--- config.mk ---
export PLATFORM = sky130hd
export DESIGN_NAME = color
export DESIGN_NICKNAME = d
export VERILOG_FILES = /design/src/rtl/color.sv
export SDC_FILE = /design/constraint.sdc
export NUM_CORES = 1
export LEC_CHECK = 0
export CAP_MARGIN = 20
export CORE_MARGIN = 10
export CORE_UTILIZATION = 32
export DETAILED_ROUTE_END_ITERATION = 6
export PLACE_DENSITY = 0.77
export SLEW_MARGIN = 5
export SYNTH_ARGS = -nofsm -noshare
export SYNTH_HDL_FRONTEND = slang
export SYNTH_SLANG_ARGS = --single-unit
--- constraint.sdc ---
create_clock -name clk -period 0.81 [get_ports clk]
set_clock_uncertainty 0.1 [all_clocks]
set_input_delay 0.081 -clock clk [delete_from_list [all_inputs] [get_ports clk]]
set_output_delay 0.081 -clock clk [all_outputs]
set_load 0.01 [all_outputs]
--- src/rtl/color.sv ---
// Pixel colour lookup: pixel class + active instrument -> registered 24-bit RGB.
// One cycle of latency; color_valid travels alongside the colour.
module color (
  input  logic       clk,
  input  logic       rst_n,
  input  logic       pixel_valid,
  input  logic [4:0] pixel_type,
  input  logic [1:0] instrument_type,
  output logic [7:0] r,
  output logic [7:0] g,
  output logic [7:0] b,
  output logic       color_valid
);

  localparam int STAGES = 1;

  typedef struct packed {
    logic [7:0] r;
    logic [7:0] g;
    logic [7:0] b;
  } rgb_t;

  localparam rgb_t C_BLACK = '{r: 8'h00, g: 8'h00, b: 8'h00};
  localparam rgb_t C_WHITE = '{r: 8'hFF, g: 8'hFF, b: 8'hFF};
  localparam rgb_t C_GREY  = '{r: 8'h80, g: 8'h80, b: 8'h80};
  localparam rgb_t C_RED   = '{r: 8'hFF, g: 8'h00, b: 8'h00};
  localparam rgb_t C_GREEN = '{r: 8'h00, g: 8'hFF, b: 8'h00};
  localparam rgb_t C_BLUE  = '{r: 8'h00, g: 8'h00, b: 8'hFF};

  logic [STAGES:0] vld_pipe;
  rgb_t            note_rgb;
  rgb_t            nxt_rgb;
  rgb_t            rgb_q;

  always_comb begin
    note_rgb = C_WHITE;
    unique case (instrument_type)
      2'b00:   note_rgb = C_RED;
      2'b01:   note_rgb = C_GREEN;
      2'b10:   note_rgb = C_BLUE;
      default: note_rgb = C_WHITE;
    endcase
  end

  // Strict priority: note > staff > text > cursor > background.
  // Invalid pixels load black rather than holding the previous colour.
  always_comb begin
    nxt_rgb = C_BLACK;
    if (pixel_valid) begin
      if (pixel_type[0] || pixel_type[4]) nxt_rgb = note_rgb;
      else if (pixel_type[1])             nxt_rgb = C_WHITE;
      else if (pixel_type[2])             nxt_rgb = C_WHITE;
      else if (pixel_type[3])             nxt_rgb = C_GREY;
      else                                nxt_rgb = C_BLACK;
    end
  end

  assign vld_pipe[0] = pixel_valid;

  always_ff @(posedge clk or negedge rst_n) begin
    if (!rst_n) begin
      vld_pipe[STAGES:1] <= '0;
      rgb_q              <= C_BLACK;
    end else begin
      vld_pipe[STAGES:1] <= vld_pipe[STAGES-1:0];
      rgb_q              <= nxt_rgb;
    end
  end

  assign r           = rgb_q.r;
  assign g           = rgb_q.g;
  assign b           = rgb_q.b;
  assign color_valid = vld_pipe[STAGES];

endmodule

==> metrics.md <==
| Metric | Value |
|---|---|
| Status | finished, violations left |
| Failing checks | negative hold slack, negative setup slack |
| # setup viols final | 25 |
| Syn Area/Cell | 10.6 sq um |
| Syn. warnings | 0 |
| Clock network power share | 29.0% |
| Mapped Area | 457 sq um |
| Root buffer cell | clkbuf_4 |
| Final worst setup slack | -0.206 ns |
| Yosys reg bits | 7 |
| Wire length per cell | 14.6 um |
| Area share of the largest cell type after synthesis | 38.4% |
| Row count | 13 |
| Utilization of the core after routing | 53.8% |
| NumNets Final | 83 |
| Synth area leaders | dfrtp_1 (38%), buf_4 (30%), ha_1 (8.2%), a211oi_1 (4.9%), inv_1 (4.9%) |
| Initial DRC count | 1 |
| Initial Utilization | 34.7% |
| Leak | 0.379 nW |
| GR Overflow Total | 0 |
| PD cells | 1470 mW/mm^2 |
| Post-synth ARST share | 100% |
| Final Max Slew Viols | 0 |
| Hold Fails Final Rpt | 7 |
| Pint | 741 uW |
| H-tree Lvls | 1 |
| Drt total wl | 1220 um |
| First-pass GRT wire length | 1960 um |
| Maximum fanout along the worst path | 7 |
| Area grow syn2layout | 55.3% |
| Antenna Cells | 0 |
| Hold Slack | -0.0142 ns |
| Slowest CP cell | dfrtp_2 |
| Part of the power in combinational logic | 32.5% |
| Setup crit end kind | output port |
| Required time of the critical path | 0.63 ns |
| Switching power | 303 uW |
| Post-synth EDFFs | 0 |
| Layout fillers | 127 |
| Die area | 0.00334 sq mm |
| Top-Level Pins | 35 |
| DRC Markers | 0 |
| Largest net degree at the start of global routing | 8 |
| Via Count | 378 |
| Distinct cell type count after synthesis | 10 |
| HP Class | input pin to async pin |
| CTS tree | yes |
| Max-cap check violation count | 0 |
| Path type of the worst setup path | flop to output port |
| Post-DRT Antenna Nets | 0 |
| Top cell type by total area after synthesis | dfrtp_1 |
| Sw Ratio | 29.0% |
| Die Y | 57.8 um |
| Tcrit/Tclk final | 125% |
| Crit-path cells | buf_2 |
| Worst-margin pin slew | 0.292 ns |
| All-Layer GR Usage | 7.59% |
| Crit path largest cell delay | 0.44 ns |
| Setup TNS | -4.50 ns |
| Total core area | 0.00132 sq mm |
| Max Fclk | 985 MHz |
| Buffers added on ports | 34 |
| Layout cells sized above 1 | 72.5% |
| Flop pwr share | 38.6% |
| Synth Instances | 43 |
| Syn_nets | 56 |
| Post-synth top flop | dfrtp_1 |
| Most numerous cell in the Yosys netlist | buf_4 |
| Most frequent cells after synthesis | buf_4 (18), dfrtp_1 (7), inv_1 (6) |
| Router iterations before antenna repair | 2 |
| Vias in the first global route | 405 |
| Relative slew slack | 80.5% |
| Startpoint types | flop |
| Clock transition at path regs | 0.05 ns |
| Arrival @ worst endpoint | 0.83 ns |
| Share of the yosys chip area belonging to registers | 38.4% |
| GPL Wtd Cong | 0.705 |
| Final min period | 1.02 ns |
| Max Root-Sink Buffers | 2 |
| Initial antenna violation count | 0 |
| CP top delay family | flip-flops |
| CTS Buf Count | 3 |
| Vias per cell | 4.50 |
| Worst Path Buf+Inv | 1 |
| Die X | 57.8 um |
| CTS sink count | 7 |
| RSZ-0062 raised after global routing | true |
| Worst IR drop on VDD | 0.000492 V |
what timing repair did:
action                                  in CTS  in global routing
endpoints found under the setup margin      31                 31
buffers inserted                             1                  0
gates resized for setup                    120                 18
hold endpoints to repair                     7                  2
pin swaps                                    2                  2
final cells by class:
class                      count  area (sq um)  share of cell area [%]
multi-input combinational     12           173                    24.3
sequential                     7           179                    25.2
inverter                       6          22.5                    3.17
clock buffer                   4          26.3                    3.70
timing repair buffer          40           290                    40.9
tap                           15          18.8                    2.65
cells by family (layout without fill, tap and decap cells):
group | count (synthesis) | count (layout) | share of synthesized area [%]
AO/OA/AOI/OAI | 7 | 7 | 13.2
flip-flops | 7 | 7 | 38.4
AND/OR/NAND/NOR | 2 | 2 | 5.75
buffers and inverters | 24 | 50 | 34.5
adder cells (fa/ha/maj) | 3 | 3 | 8.22
state kept, by name, indices dropped and copies added (netlist names):
register / flops
b: 2
color_valid: 1
r: 2
g: 2
per-layer routing:
layer,routed length [um],share of wire [%],global-route usage (%),vias up
met5,0,0,0,-
met4,19,1.6,7.05,0
met3,199,16,4.14,2
met2,481,39,10.1,34
met1,522,43,8.30,167
li1,-,-,-,175
metrics by stage:
step | instance area (sq um) | hold slack (ns) | power (mW) | worst slack, ns | instances
after floorplan | 468 | -0.315 | 0.610 | -0.0349 | 43
after global placement | 722 | 0.248 | 0.791 | -0.589 | 78
after detailed placement | 722 | 0.248 | 0.800 | -0.624 | 78
after CTS | 641 | -0.0146 | 1.02 | -0.210 | 83
after global routing | 709 | -0.000103 | 1.11 | -0.239 | 84
final | 709 | -0.0142 | 1.04 | -0.206 | 84
final timing paths:
check                            start    to  slack [ns]  cells after the start
max in group asynchronous        rst_n  b[6]        0.38                      1
worst max-delay path              b[6]  b[2]       -0.21                      1
min in group clk           pixel_valid  g[7]        0.11                      3
worst min-delay path             rst_n  r[7]       -0.01                      1
power groups by stage:
stage	sequential (mW)	combinational [mW]	clock, mW
global placement	0.402	0.389	0
finish	0.403	0.339	0.302
floorplan	0.417	0.193	0
global route	0.407	0.369	0.336
detailed placement	0.405	0.395	0
CTS	0.396	0.307	0.313
layout by cell type (no fill, tap or decap), drive strengths merged:
cell type      instances
clkdlybuf4s15          2
a221oi                 2
dlygate4sd3            1
clkdlybuf4s50          1
inv                    6
dfrtp                  7
dlygate4sd2            2
dlymetal6s2s           1
o21ba                  2
clkbuf                 5
nor3                   1
a211oi                 3
buf                   32
nor4                   1
ha                     3
Power figures use the tool's default switching activity.
